[config.mk]
export PLATFORM = sky130hd
export DESIGN_NAME = stim_check_engine
export DESIGN_NICKNAME = d
export VERILOG_FILES = /design/src/rtl/stim_check_pkg.sv /design/src/rtl/stim_lfsr.sv /design/src/rtl/stim_check_engine.sv
export SDC_FILE = /design/constraint.sdc
export NUM_CORES = 1
export LEC_CHECK = 0
export CAP_MARGIN = 20
export CORE_ASPECT_RATIO = 0.8
export CORE_MARGIN = 1
export CORE_UTILIZATION = 58
export CTS_BUF_LIST = sky130_fd_sc_hd__clkbuf_8
export CTS_CLUSTER_DIAMETER = 40
export DETAILED_ROUTE_END_ITERATION = 8
export PLACE_DENSITY_LB_ADDON = 0.15
export SLEW_MARGIN = 0
export SYNTH_ARGS = -nofsm -noshare
export SYNTH_HDL_FRONTEND = slang
export SYNTH_SLANG_ARGS = --single-unit
[constraint.sdc]
create_clock -name clk -period 3.27 [get_ports clk]
set_input_delay 0.4905 -clock clk [delete_from_list [all_inputs] [get_ports clk]]
set_output_delay 0.4905 -clock clk [all_outputs]
set_load 0.05 [all_outputs]
[src/rtl/stim_check_pkg.sv]
// stim_check_pkg
// Shared types and constants for the stimulus-and-check engine:
//   - state_e      : engine FSM states (IDLE, RUN, DRAIN, DONE)
//   - MODE_EXH     : exhaustive counting stimulus
//   - MODE_LFSR    : pseudo-random stimulus from a maximal-length LFSR
//   - lfsr_taps()  : Galois tap mask for LFSR widths 2..32
package stim_check_pkg;

    typedef enum logic [1:0] {
        ST_IDLE  = 2'd0,
        ST_RUN   = 2'd1,
        ST_DRAIN = 2'd2,
        ST_DONE  = 2'd3
    } state_e;

    localparam logic MODE_EXH  = 1'b0;
    localparam logic MODE_LFSR = 1'b1;

    // Right-shifting Galois form: bit (t-1) is set for every polynomial tap t.
    // Every entry is a primitive polynomial, so the period is 2^w - 1 and the
    // all-zero state is never reached from a non-zero seed.
    function automatic logic [31:0] lfsr_taps(input int width);
        logic [31:0] m;
        case (width)
            2:       m = 32'h0000_0003;
            3:       m = 32'h0000_0006;
            4:       m = 32'h0000_000C;
            5:       m = 32'h0000_0014;
            6:       m = 32'h0000_0030;
            7:       m = 32'h0000_0060;
            8:       m = 32'h0000_00B8;
            9:       m = 32'h0000_0110;
            10:      m = 32'h0000_0240;
            11:      m = 32'h0000_0500;
            12:      m = 32'h0000_0829;
            13:      m = 32'h0000_100D;
            14:      m = 32'h0000_2015;
            15:      m = 32'h0000_6000;
            16:      m = 32'h0000_D008;
            17:      m = 32'h0001_2000;
            18:      m = 32'h0002_0400;
            19:      m = 32'h0004_0023;
            20:      m = 32'h0009_0000;
            21:      m = 32'h0014_0000;
            22:      m = 32'h0030_0000;
            23:      m = 32'h0042_0000;
            24:      m = 32'h00E1_0000;
            25:      m = 32'h0120_0000;
            26:      m = 32'h0200_0023;
            27:      m = 32'h0400_0013;
            28:      m = 32'h0900_0000;
            29:      m = 32'h1400_0000;
            30:      m = 32'h2000_0029;
            31:      m = 32'h4800_0000;
            32:      m = 32'h8020_0003;
            default: m = 32'h0000_0003;
        endcase
        return m;
    endfunction

endpackage

[src/rtl/stim_lfsr.sv]
// stim_lfsr
// Maximal-length Galois LFSR used as the random stimulus source.
// Ports:
//   clk, rst : clock, asynchronous active-high reset (returns to seed)
//   en       : advance one step
//   load     : reload the seed (takes priority over en)
//   state    : current LFSR value, never zero
module stim_lfsr
    import stim_check_pkg::*;
#(
    parameter int          WIDTH = 2,
    parameter logic [31:0] SEED  = 32'd1
) (
    input  logic             clk,
    input  logic             rst,
    input  logic             en,
    input  logic             load,
    output logic [WIDTH-1:0] state
);

    localparam logic [WIDTH-1:0] TAPS   = WIDTH'(lfsr_taps(WIDTH));
    localparam logic [WIDTH-1:0] SEED_T = SEED[WIDTH-1:0];
    // A zero seed would lock the register at zero forever.
    localparam logic [WIDTH-1:0] SEED_W = (SEED_T == '0) ? WIDTH'(1) : SEED_T;

    logic [WIDTH-1:0] state_q, state_d;

    always_comb begin
        state_d = state_q;
        if (load) begin
            state_d = SEED_W;
        end else if (en) begin
            state_d = state_q[0] ? ((state_q >> 1) ^ TAPS) : (state_q >> 1);
        end
    end

    always_ff @(posedge clk or posedge rst) begin
        if (rst) begin
            state_q <= SEED_W;
        end else begin
            state_q <= state_d;
        end
    end

    assign state = state_q;

endmodule

[src/rtl/stim_check_engine.sv]
// stim_check_engine
// Drives N_IN-bit vectors into a DUT and a reference model, compares their
// responses DUT_LAT cycles later and accumulates a saturating mismatch count.
// Ports:
//   clk, rst            : clock, asynchronous active-high reset
//   start, mode, num_vec: run request; mode/num_vec latched with start
//   stim, stim_valid    : vector to DUT and reference model
//   dut_resp, ref_resp  : responses, both DUT_LAT cycles behind stim
//   busy, done, pass    : run status
//   err_count           : saturating mismatch count
//   first_fail_idx      : vector index of the first mismatch
// Optional build macro: STIM_CHECK_STOP_ON_FAIL_EN -- when defined, the first
// mismatch ends the run on the next cycle and discards vectors in flight.
//
// Handshake: start is a request accepted only in IDLE or DONE (never while
// busy); busy is high from the cycle after acceptance until the run ends;
// done (with pass) then stays high until the next accepted start or reset.
module stim_check_engine
    import stim_check_pkg::*;
#(
    parameter int          N_IN      = 2,
    parameter int          N_OUT     = 1,
    parameter int          DUT_LAT   = 0,
    parameter int          CNT_W     = 16,
    parameter int          ERR_W     = 16,
    parameter logic [31:0] LFSR_SEED = 32'd1
) (
    input  logic             clk,
    input  logic             rst,
    input  logic             start,
    input  logic             mode,
    input  logic [CNT_W-1:0] num_vec,
    output logic [N_IN-1:0]  stim,
    output logic             stim_valid,
    input  logic [N_OUT-1:0] dut_resp,
    input  logic [N_OUT-1:0] ref_resp,
    output logic             busy,
    output logic             done,
    output logic             pass,
    output logic [ERR_W-1:0] err_count,
    output logic [CNT_W-1:0] first_fail_idx
);

    state_e           state_q, state_d;
    logic             mode_q, mode_d;
    logic [CNT_W-1:0] nvec_q, nvec_d;
    logic [CNT_W-1:0] k_q, k_d;             // index of the next vector to issue
    logic [CNT_W-1:0] cur_idx_q, cur_idx_d; // index of the vector on stim
    logic [N_IN-1:0]  exh_q, exh_d;
    logic [N_IN-1:0]  stim_q, stim_d;
    logic             stim_valid_q, stim_valid_d;
    logic             all_sent_q, all_sent_d;
    logic [3:0]       drain_q, drain_d;
    logic             busy_q, busy_d;
    logic             done_q, done_d;
    logic             pass_q, pass_d;
    logic [ERR_W-1:0] err_q, err_d;
    logic [CNT_W-1:0] first_q, first_d;

    logic             lfsr_en, lfsr_load;
    logic [N_IN-1:0]  lfsr_state;
    logic             is_last;
    logic             cmp_valid;
    logic [CNT_W-1:0] cmp_idx;
    logic             mismatch;

    stim_lfsr #(
        .WIDTH (N_IN),
        .SEED  (LFSR_SEED)
    ) u_lfsr (
        .clk   (clk),
        .rst   (rst),
        .en    (lfsr_en),
        .load  (lfsr_load),
        .state (lfsr_state)
    );

    // Exhaustive runs end on the all-ones vector, so the index width never
    // limits the run length.
    assign is_last = (mode_q == MODE_LFSR) ? (k_q == nvec_q - CNT_W'(1))
                                           : (exh_q == '1);

    // Valid and index follow the DUT pipeline so each response is paired with
    // the vector that produced it.
    if (DUT_LAT == 0) begin : g_nodly
        assign cmp_valid = stim_valid_q;
        assign cmp_idx   = cur_idx_q;
    end else begin : g_dly
        logic [DUT_LAT-1:0] dv_q, dv_d;
        logic [CNT_W-1:0]   di_q [DUT_LAT];
        logic [CNT_W-1:0]   di_d [DUT_LAT];

        always_comb begin
            dv_d    = dv_q;
            di_d    = di_q;
            dv_d[0] = stim_valid_q;
            di_d[0] = cur_idx_q;
            for (int i = 1; i < DUT_LAT; i++) begin
                dv_d[i] = dv_q[i-1];
                di_d[i] = di_q[i-1];
            end
            // Outside a run the line is emptied, which also discards vectors
            // left in flight by an early stop.
            if (!(state_q == ST_RUN || state_q == ST_DRAIN)) begin
                dv_d = '0;
            end
        end

        always_ff @(posedge clk or posedge rst) begin
            if (rst) begin
                dv_q <= '0;
                di_q <= '{default: '0};
            end else begin
                dv_q <= dv_d;
                di_q <= di_d;
            end
        end

        assign cmp_valid = dv_q[DUT_LAT-1];
        assign cmp_idx   = di_q[DUT_LAT-1];
    end

    assign mismatch = cmp_valid && (state_q == ST_RUN || state_q == ST_DRAIN)
                      && (dut_resp != ref_resp);

    always_comb begin
        state_d      = state_q;
        mode_d       = mode_q;
        nvec_d       = nvec_q;
        k_d          = k_q;
        cur_idx_d    = cur_idx_q;
        exh_d        = exh_q;
        stim_d       = stim_q;
        stim_valid_d = stim_valid_q;
        all_sent_d   = all_sent_q;
        drain_d      = drain_q;
        busy_d       = busy_q;
        done_d       = done_q;
        pass_d       = pass_q;
        err_d        = err_q;
        first_d      = first_q;
        lfsr_en      = 1'b0;
        lfsr_load    = 1'b0;

        if (mismatch) begin
            if (err_q != '1) begin
                err_d = err_q + ERR_W'(1);
            end
            if (err_q == '0) begin
                first_d = cmp_idx;
            end
        end

        case (state_q)
            ST_IDLE, ST_DONE: begin
                if (start) begin
                    state_d    = ST_RUN;
                    mode_d     = mode;
                    nvec_d     = (num_vec == '0) ? CNT_W'(1) : num_vec;
                    k_d        = '0;
                    exh_d      = '0;
                    all_sent_d = 1'b0;
                    err_d      = '0;
                    first_d    = '0;
                    done_d     = 1'b0;
                    pass_d     = 1'b0;
                    busy_d     = 1'b1;
                    lfsr_load  = 1'b1;
                end
            end
            ST_RUN: begin
                if (!all_sent_q) begin
                    stim_d       = (mode_q == MODE_LFSR) ? lfsr_state : exh_q;
                    stim_valid_d = 1'b1;
                    cur_idx_d    = k_q;
                    k_d          = k_q + CNT_W'(1);
                    exh_d        = exh_q + N_IN'(1);
                    lfsr_en      = (mode_q == MODE_LFSR);
                    all_sent_d   = is_last;
                end else begin
                    stim_valid_d = 1'b0;
                    if (DUT_LAT > 0) begin
                        state_d = ST_DRAIN;
                        drain_d = 4'(DUT_LAT - 1);
                    end else begin
                        state_d = ST_DONE;
                        busy_d  = 1'b0;
                        done_d  = 1'b1;
                        pass_d  = (err_d == '0);
                    end
                end
            end
            ST_DRAIN: begin
                if (drain_q == 4'd0) begin
                    state_d = ST_DONE;
                    busy_d  = 1'b0;
                    done_d  = 1'b1;
                    pass_d  = (err_d == '0);
                end else begin
                    drain_d = drain_q - 4'd1;
                end
            end
            default: state_d = ST_IDLE;
        endcase

`ifdef STIM_CHECK_STOP_ON_FAIL_EN
        if (mismatch && err_q == '0) begin
            state_d      = ST_DONE;
            stim_valid_d = 1'b0;
            busy_d       = 1'b0;
            done_d       = 1'b1;
            pass_d       = 1'b0;
            lfsr_en      = 1'b0;
        end
`endif
    end

    always_ff @(posedge clk or posedge rst) begin
        if (rst) begin
            state_q      <= ST_IDLE;
            mode_q       <= MODE_EXH;
            nvec_q       <= '0;
            k_q          <= '0;
            cur_idx_q    <= '0;
            exh_q        <= '0;
            stim_q       <= '0;
            stim_valid_q <= 1'b0;
            all_sent_q   <= 1'b0;
            drain_q      <= 4'd0;
            busy_q       <= 1'b0;
            done_q       <= 1'b0;
            pass_q       <= 1'b0;
            err_q        <= '0;
            first_q      <= '0;
        end else begin
            state_q      <= state_d;
            mode_q       <= mode_d;
            nvec_q       <= nvec_d;
            k_q          <= k_d;
            cur_idx_q    <= cur_idx_d;
            exh_q        <= exh_d;
            stim_q       <= stim_d;
            stim_valid_q <= stim_valid_d;
            all_sent_q   <= all_sent_d;
            drain_q      <= drain_d;
            busy_q       <= busy_d;
            done_q       <= done_d;
            pass_q       <= pass_d;
            err_q        <= err_d;
            first_q      <= first_d;
        end
    end

    assign stim           = stim_q;
    assign stim_valid     = stim_valid_q;
    assign busy           = busy_q;
    assign done           = done_q;
    assign pass           = pass_q;
    assign err_count      = err_q;
    assign first_fail_idx = first_q;

endmodule
After elaboration in Yosys (flattened, before gate mapping)
Index checks and enable logic that the tools add are counted.
- flip-flop bits (word level): 98
- input port bits: 22
- add/subtract/negate cells: 5
- equal/unequal tests: 11
- mux-type cells: 42
- bitwise logic cells: 3
- reduce and logical (&&, ||, !) cells: 17
- operators with widths (kind ; count):
    $mux 16 ; 11
    $logic_not 16->1 ; 3
    $add 16x1->16 const B ; 2
    $pmux 16 s2 ; 1
    $mux 2 ; 9
    $eq 16x16->1 ; 1
    $ne 16x16->1 const B ; 1
    $sub 16x1->16 const B ; 1
    $mux 1 ; 15
    $pmux 1 s3 ; 3
    $reduce_and 2->1 ; 4
    $eq 2x2->1 const B ; 3
    $ne 2x2->1 const B ; 3
    $pmux 2 s3 ; 1
    $reduce_and 3->1 ; 2
    $logic_not 4->1 ; 1
    $pmux 2 s2 ; 1
    $reduce_bool 2->1 ; 2
    $sub 4x1->4 const B ; 1
    $add 2x1->2 const B ; 1
    $eq 2x1->1 const B ; 1
    $logic_and 1x1->1 ; 2
    $logic_not 2->1 ; 1
    $ne 2x1->1 const B ; 1
    6 further kinds ; 7

Longest topological paths before layout
Gate-level depths: netlist (run 1).
- depth after elaboration: 8
- gate-level depth with buffers: 9
- depth with buffers taken out: 8

Cells and area by module
From an unflattened synthesis (run 1), not the netlist that was laid out.
- cell total of the unflattened synthesis: 604
- area total of the unflattened synthesis: 5375.2 um2
- modules (own cells, without submodules) (module ; instances ; cells an instance ; area each (um2)):
    stim_check_engine ; 1 ; 596 ; 5283.8
    stim_lfsr ; 1 ; 8 ; 91.3

Worst setup path before layout (run 1)
No wires, ideal clock.
- path kind: register to register
- start point: reg state_q[1]
- end point: reg pass_q, in the netlist pass
- setup time: 67 ps
- arrival time: 2702 ps
- required time: 3203 ps
- slack: 501 ps
- stages on the path, launching flop included: 9
- cells stage by stage: dfrtp_1 -> inv_1 -> ha_1 -> nor2b_1 -> nand2_1 -> or2_1 -> or4b_1 -> a2111oi_0 -> a41o_1
- word-level cells in the longest chain between the ends: 8
- RTL lines (item ; RTL line ; source):
    from (decl) ; stim_check_engine.sv:44 ; state_e state_q, state_d;
    from (signal assigned) ; stim_check_engine.sv:236 ; state_q <= state_d;
    $eq 2x1->1 or $eq 2x2->1 (tied branches) ; stim_check_engine.sv:123, stim_check_engine.sv:154 ;
    $logic_or 1x1->1 ; stim_check_engine.sv:123 ; assign mismatch = cmp_valid && (state_q == ST_RUN || state_q == ST_DRAIN)
    $logic_and 1x1->1 ; stim_check_engine.sv:123 ;
    $logic_and 1x1->1 ; stim_check_engine.sv:124 ; && (dut_resp != ref_resp);
    $mux 16 ; stim_check_engine.sv:145 ; if (mismatch) begin
    $logic_not 16->1 ; stim_check_engine.sv:189, stim_check_engine.sv:198 ;
    $mux 1, on equally long branches ; stim_check_engine.sv:194, stim_check_engine.sv:172 ;
    $pmux 1 s3 ; stim_check_engine.sv:154 ; case (state_q)
    to (signal assigned) ; stim_check_engine.sv:248 ; pass_q <= pass_d;
    to (decl) ; stim_check_engine.sv:56 ; logic pass_q, pass_d;
Several ways; a longest one is shown, not always the timed one. The select of a mux whose other input is x is not followed.
A chain may end at the register's enable or synchronous reset.

Final worst setup path (run 1)
Ends and elaborated chain as after synthesis.

==> flow_summary.rst, run 1 <==
.. list-table::
   :header-rows: 1

   * - Metric
     - Value
   * - Top routing layer in use
     - met4
   * - Clock latency on the worst-skew pair
     - 0.36 ns
   * - Hold Crit Endpoint
     - cmp_idx[1]
   * - Worst reg2reg path startpoint
     - state_q[1]
   * - Area added between synthesis and finish
     - 18.1%
   * - CTS tree
     - yes
   * - Synth warn
     - 0
   * - Detailed-routing wirelength on met1
     - 5620 um
   * - CP Data Arrival Time
     - 3.16 ns
   * - Startpoint type of the worst setup path
     - flip-flop
   * - Flip-flop and latch count after synthesis
     - between 90 and 100
   * - Vias per inst
     - between 5 and 6
   * - FP Rows
     - 30
   * - Worst setup path class
     - flip-flop to flip-flop
   * - Total CTS buffers
     - 9
   * - I/O Buffers
     - 59
   * - I/O pins
     - 60
   * - Total nets after synthesis
     - 622
   * - Post-CTS Hold Buffers
     - 0
   * - Final standard cell utilization of the core
     - between 70% and 80%
   * - Highest clock frequency the design can meet
     - around 350 MHz
   * - Crit path max fanout
     - 5
   * - Wire length reported by the detailed router
     - 11700 um
   * - Clock-pin slew on the worst setup and hold paths
     - 0.09 ns
   * - Power per unit of standard cell area
     - 716 nW/um^2
   * - Buffer levels on the longest clock path
     - 2
   * - Cell area after synthesis
     - 5250 um^2
   * - Effective utilization at floorplan
     - 60.8%
   * - Min-delay src
     - cmp_idx[1]
   * - Vias after detailed routing
     - 4321
   * - Final routed wire length divided by cell count
     - 15.4 um
   * - Outcome
     - complete, no violations
   * - DIE WIDTH
     - between 100 and 150 um
   * - Largest net degree at the start of global routing
     - 98
   * - Clock Root Buffer
     - sky130_fd_sc_hd__clkbuf_8
   * - Final min period
     - 2.85 ns
   * - DRC violations left
     - 0
   * - Drt first-iter violations
     - 291
   * - Cell count after synthesis
     - approximately 590
   * - Final global-route overflow total
     - 0
   * - Final weighted congestion in routability-driven placement
     - 0.947
   * - Final-report hold violation count
     - 0
   * - Worst min path class
     - flip-flop to flip-flop
   * - Layout cells sized above 1
     - between 6 and 7%
   * - Mean cell area of the mapped netlist
     - 8.86 um^2
   * - Post-DRT Antenna Nets
     - 0
   * - H-tree levels
     - 3
   * - Number of failing setup endpoints in the final timing report
     - 0
   * - Synth unique cells
     - 50
   * - Commonest cells after routing, fill and taps aside
     - sky130_fd_sc_hd__nand2_1, sky130_fd_sc_hd__dfrtp_1, sky130_fd_sc_hd__nor2_1
   * - Worst r2r path cells
     - 8
   * - Core area
     - 8630 um^2
   * - Count of cells along the worst hold path
     - 2
   * - Number of antenna violations at the first check in global routing
     - 0
   * - Async set-reset flop share out of synthesis
     - between 90% and 100%
   * - Setup repair after global routing missed its margin
     - no
   * - Most common library cell in the layout ignoring fill and taps
     - sky130_fd_sc_hd__nand2_1
   * - Met2 routed wirelength
     - 5240 um
   * - HPWL reported at the end of detailed placement
     - 8190 um
   * - Die span in y
     - 87.1 um
   * - Final clock skew
     - 0.0114 ns
   * - # nets final
     - about 670
   * - Lkg Pwr
     - 0.00279 uW
   * - Transition at the pin with the smallest max-transition slack
     - a little over 0.8 ns
   * - Routed length on met3
     - 652 um
   * - VDD IR max
     - 0.601 mV
   * - Ys flop type
     - sky130_fd_sc_hd__dfrtp_1
   * - Total power draw
     - 4440 uW
   * - MaxCap Viol Count
     - 0
   * - Capturing point of the worst reg2reg path
     - pass
   * - Setup fix buffers added after clock tree synthesis
     - 0
   * - Worst Path Required
     - between 3 and 4 ns
   * - Via count of the first global-routing pass
     - about 4000
   * - Wire length of the first global-routing pass
     - 19900 um
   * - Worst setup slack for register-to-register paths
     - 0.42 ns
   * - Number of gates given a new drive strength after cts
     - 0
   * - Final slew viol count
     - 0
   * - Endpoint type of the worst setup path
     - flip-flop
   * - Final worst-path cycle share
     - 87.3%
   * - Aggregate negative setup slack
     - 0 ns
   * - Proportion of synthesized chip area in sequential cells
     - 46.3%
   * - Die footprint
     - around 9400 um^2
   * - Antenna fix cells
     - 0
   * - First drt pass iteration count
     - 5
   * - Number of fill cells
     - approximately 680
   * - Overall Global Routing Usage
     - between 20% and 30%
   * - Number of synthesized flops with an enable pin
     - 0
   * - Worst slew margin relative to its limit
     - approximately 45%
   * - Sinks on Clock Net
     - 97
-- cell families (layout without fill, tap and decap cells) --
family / Yosys count / count (layout) / synth area share [%]
XOR/XNOR: 50 / 50 / 8.35
buffers and inverters: 50 / 104 / 3.65
multiplexers: 29 / 29 / 5.77
adder cells (fa/ha/maj): 8 / 8 / 1.91
AO/OA/AOI/OAI: 69 / 69 / 8.40
AND/OR/NAND/NOR: 289 / 289 / 25.6
flip-flops: 97 / 97 / 46.3
-- area by class of cell --
cell class | instances | area, um^2 | share of cell area, %
multi-input cells | 445 | 2630 | 42.4
flip-flops and latches | 97 | 2430 | 39.2
repair buffers | 71 | 693 | 11.2
clock buffers | 9 | 124 | 2.00
inverters | 17 | 65.1 | 1.05
clock inverters | 7 | 119 | 1.92
well taps | 112 | 140 | 2.26
-- Yosys cell counts (3+ instances only) --
master	instances	area [um^2]
sky130_fd_sc_hd__xnor2_1	25	219
sky130_fd_sc_hd__nand3_1	19	95.1
sky130_fd_sc_hd__and4_1	6	52.6
sky130_fd_sc_hd__and2_1	7	43.8
sky130_fd_sc_hd__or3_1	3	18.8
sky130_fd_sc_hd__a31oi_1	4	25.0
sky130_fd_sc_hd__inv_1	17	63.8
sky130_fd_sc_hd__mux2i_1	22	220
sky130_fd_sc_hd__a211oi_1	3	22.5
sky130_fd_sc_hd__buf_2	3	15.0
sky130_fd_sc_hd__ha_1	8	100
sky130_fd_sc_hd__xor2_1	25	219
sky130_fd_sc_hd__dfrtp_1	96	2400
sky130_fd_sc_hd__a22oi_1	5	37.5
sky130_fd_sc_hd__nand2b_1	7	43.8
sky130_fd_sc_hd__o21ai_0	26	130
sky130_fd_sc_hd__a21oi_1	14	70.1
sky130_fd_sc_hd__mux2_2	4	45.0
sky130_fd_sc_hd__nand2_1	131	492
sky130_fd_sc_hd__nand4_1	9	56.3
sky130_fd_sc_hd__nor4_1	10	62.6
sky130_fd_sc_hd__clkbuf_1	30	113
sky130_fd_sc_hd__nor2b_1	9	56.3
sky130_fd_sc_hd__nor2_1	63	236
sky130_fd_sc_hd__nor3_1	8	40.0
-- worst max-delay path by stage --
stage | cells past startpoint | startpoint | end
after floorplan | 1 | rst | all_sent_q
after global placement | 7 | dut_resp | pass
after detailed placement | 7 | dut_resp | pass
after CTS | 8 | state_q[1] | pass
after global routing | 8 | state_q[1] | pass
final | 8 | state_q[1] | pass
-- worst max-delay path: stages (launching register included) --
cell	delay, ns
sky130_fd_sc_hd__dfrtp_1	0.39
sky130_fd_sc_hd__inv_1	0.06
sky130_fd_sc_hd__ha_1	0.30
sky130_fd_sc_hd__nor2b_1	0.27
sky130_fd_sc_hd__nand2_1	0.19
sky130_fd_sc_hd__or2_1	0.32
sky130_fd_sc_hd__or4b_1	0.54
sky130_fd_sc_hd__a2111oi_0	0.50
sky130_fd_sc_hd__a41o_1	0.24
-- where the power goes --
part / total, uW / leakage (uW) / switching [uW] / internal [uW]
clock: 926 / 0.000121 / 417 / 509
sequential: 1760 / 0.00129 / 320 / 1440
combinational: 1750 / 0.00138 / 1060 / 690
-- sequential cells by signal, indices dropped and copies added, names as in the netlist --
| signal | cells |
|---|---|
| cmp_idx | 16 |
| err_count | 16 |
| first_fail_idx | 16 |
| k_q | 16 |
| nvec_q | 16 |
| drain_q | 4 |
| exh_q | 2 |
| state_q | 2 |
| stim | 2 |
| u_lfsr.state | 2 |
| all_sent_q | 1 |
| busy | 1 |
| mode_q | 1 |
| pass | 1 |
| stim_valid | 1 |
-- metrics by stage --
stage               hold slack (ns)  instances  area (um^2)  setup WS (ns)
finish                        0.488        758         6200          0.415
global route                  0.509        758         6200          0.295
CTS                           0.490        758         6200          0.469
detailed placement            0.467        742         5950          0.299
global placement              0.458        742         5950          0.388
floorplan                     0.446        592         5250          0.247
-- routing by layer --
| layer | up-vias | track usage, % |
|---|---|---|
| li1 | 2107 | - |
| met1 | 2067 | 40.4 |
| met2 | 133 | 40.9 |
| met3 | 14 | 4.86 |
| met4 | 0 | 8.60 |
| met5 | - | 0 |
Note: power is estimated with default switching activity, not from simulation.
==> run 2, diff against run 1 <==
CORE_ASPECT_RATIO = 1.1   (was 0.8)
==> flow_summary.rst, run 2 (synthesis results as in run 1) <==
.. list-table::
   :header-rows: 1

   * - Metric
     - Value
   * - CP Data Arrival Time
     - 3.27 ns
   * - Placement-stage worst setup slack
     - 0.275 ns
   * - HPWL reported at the end of detailed placement
     - 7930 um
   * - Aggregate negative setup slack
     - 0 ns
   * - Worst Path Required
     - 3.59 ns
   * - First drt pass iteration count
     - 5
   * - Clock latency on the worst-skew pair
     - ~0.38 ns
   * - Layout cells sized above 1
     - 6.64%
   * - Post-CTS Hold Buffers
     - 0
   * - # nets final
     - 673
   * - Final standard cell utilization of the core
     - 69.7%
   * - Crit path max fanout
     - 13
   * - I/O pins
     - 60
   * - Non-filler cells, final
     - approximately 760
   * - Final routed wire length divided by cell count
     - 14.2 um
   * - Die span in y
     - 102 um
   * - CTS tree
     - yes
   * - DRC violations left
     - 0
   * - Setup repair after global routing missed its margin
     - no
   * - I/O Buffers
     - 59
   * - Number of failing setup endpoints in the final timing report
     - 0
   * - Effective utilization at floorplan
     - ~59%
   * - Post-DRT Antenna Nets
     - 0
   * - Clock Root Buffer
     - sky130_fd_sc_hd__clkbuf_8
   * - Setup fix buffers added after clock tree synthesis
     - 0
   * - Final-report hold violation count
     - 0
   * - Lkg Pwr
     - 0.00277 uW
   * - Final setup margin
     - 0.315 ns
   * - Wire length of the first global-routing pass
     - 18600 um
   * - Worst setup path class
     - flip-flop to flip-flop
   * - Multi-input logic area
     - 2630 um^2
   * - FP Rows
     - 36
   * - Total power draw
     - 4230 uW
   * - Transition at the pin with the smallest max-transition slack
     - 0.777 ns
   * - MaxCap Viol Count
     - 0
   * - Register cell area after layout
     - 2430 um^2
   * - Worst min path class
     - flip-flop to flip-flop
   * - Sinks on Clock Net
     - 97
   * - Startpoint type of the worst setup path
     - flip-flop
   * - Final worst-path cycle share
     - 90.4%
   * - Vias after detailed routing
     - 4293
   * - Core area
     - 8830 um^2
   * - Via count of the first global-routing pass
     - approximately 3900
   * - Number of fill cells
     - about 730
   * - Number of gates given a new drive strength after cts
     - 0
   * - DIE WIDTH
     - a little over 90 um
   * - Worst slew margin relative to its limit
     - 48.0%
   * - Number of antenna violations at the first check in global routing
     - 0
   * - Power per unit of standard cell area
     - 688 nW/um^2
   * - Endpoint type of the worst setup path
     - flip-flop
   * - Cell count after placement
     - 746
   * - Final slew viol count
     - 0
   * - VDD IR max
     - between 0.5 and 0.6 mV
   * - Total CTS buffers
     - 9
   * - Buffer levels on the longest clock path
     - 2
   * - Final min period
     - 2.96 ns
   * - H-tree levels
     - 3
   * - Antenna fix cells
     - 0
   * - Commonest cells after routing, fill and taps aside
     - sky130_fd_sc_hd__nand2_1, sky130_fd_sc_hd__dfrtp_1, sky130_fd_sc_hd__nor2_1
   * - Largest net degree at the start of global routing
     - 44
   * - Most common library cell in the layout ignoring fill and taps
     - sky130_fd_sc_hd__nand2_1
   * - Wire length reported by the detailed router
     - 10800 um
   * - Outcome
     - complete, no violations
   * - Overall Global Routing Usage
     - between 20% and 30%
   * - Area added between synthesis and finish
     - 17.3%
   * - Final weighted congestion in routability-driven placement
     - 0.879
   * - Vias per inst
     - 5.63
   * - Final clock skew
     - 0.0103 ns
   * - Final global-route overflow total
     - 0
   * - Die footprint
     - roughly 9400 um^2
   * - Highest clock frequency the design can meet
     - 338 MHz
   * - Clock-pin slew on the worst setup and hold paths
     - roughly 0.1 ns
   * - Drt first-iter violations
     - 202
-- run 2: cell count changes in the layout (fill, tap and decap cells not counted), sizes merged --
cell,change
buf,+2
bufinv,-3
clkbuf,+1
inv,+2
-- run 2: per-stage QoR --
step	area, um^2	hold slack, ns
after CTS	6150	0.490
after detailed placement	5960	0.464
after global routing	6150	0.502
final	6150	0.488
after global placement	5960	0.462
after floorplan	5250	0.446
-- run 2: area by class of cell --
| cell class | instances | share of cell area [%] |
|---|---|---|
| timing repair buffer | 73 | 11.3 |
| clock buffer | 10 | 2.24 |
| sequential | 97 | 39.5 |
| clock inverter | 6 | 0.915 |
| multi-input combinational | 445 | 42.7 |
| tap | 114 | 2.32 |
| inverter | 17 | 1.06 |
-- run 2: final timing paths --
path	start	to	slack, ns	depth (start not counted)
hold reg to reg	cmp_idx[14]	cmp_idx[14]	0.49	2
min in group asynchronous	rst	cmp_idx[15]	0.52	2
max in group asynchronous	rst	u_lfsr.state[0]	1.96	3
setup reg to reg	state_q[1]	pass	0.31	8
hold / removal	cmp_idx[14]	cmp_idx[14]	0.49	2
setup / recovery	state_q[1]	pass	0.31	8
-- run 2: layer usage --
layer	track usage, %	up-vias	share of wire (%)
li1	-	2110	-
met1	36.0	2065	48
met2	38.9	104	46
met3	4.05	14	4.5
met4	8.99	0	1.5
met5	0	-	0
-- run 2: worst max-delay path: stages (launching register included) --
cell                        delay, ns
sky130_fd_sc_hd__dfrtp_1         0.40
sky130_fd_sc_hd__inv_1           0.06
sky130_fd_sc_hd__ha_1            0.44
sky130_fd_sc_hd__nor2b_1         0.29
sky130_fd_sc_hd__nand2_1         0.18
sky130_fd_sc_hd__or2_1           0.33
sky130_fd_sc_hd__or4b_1          0.52
sky130_fd_sc_hd__a2111oi_0       0.43
sky130_fd_sc_hd__a41o_1          0.24
-- run 2: report_power, final --
part	leakage, uW	internal [uW]	switching [uW]
sequential	0.00129	1440	307
clock	0.0000973	315	453
combinational	0.00138	688	1030
total	0.00277	2440	1790
==> run 3, diff against run 2 <==
CTS_CLUSTER_SIZE = 8   (was default)
==> results of run 3 <==
Same layout as run 2: the final DEF is identical, and so are final timing and power.
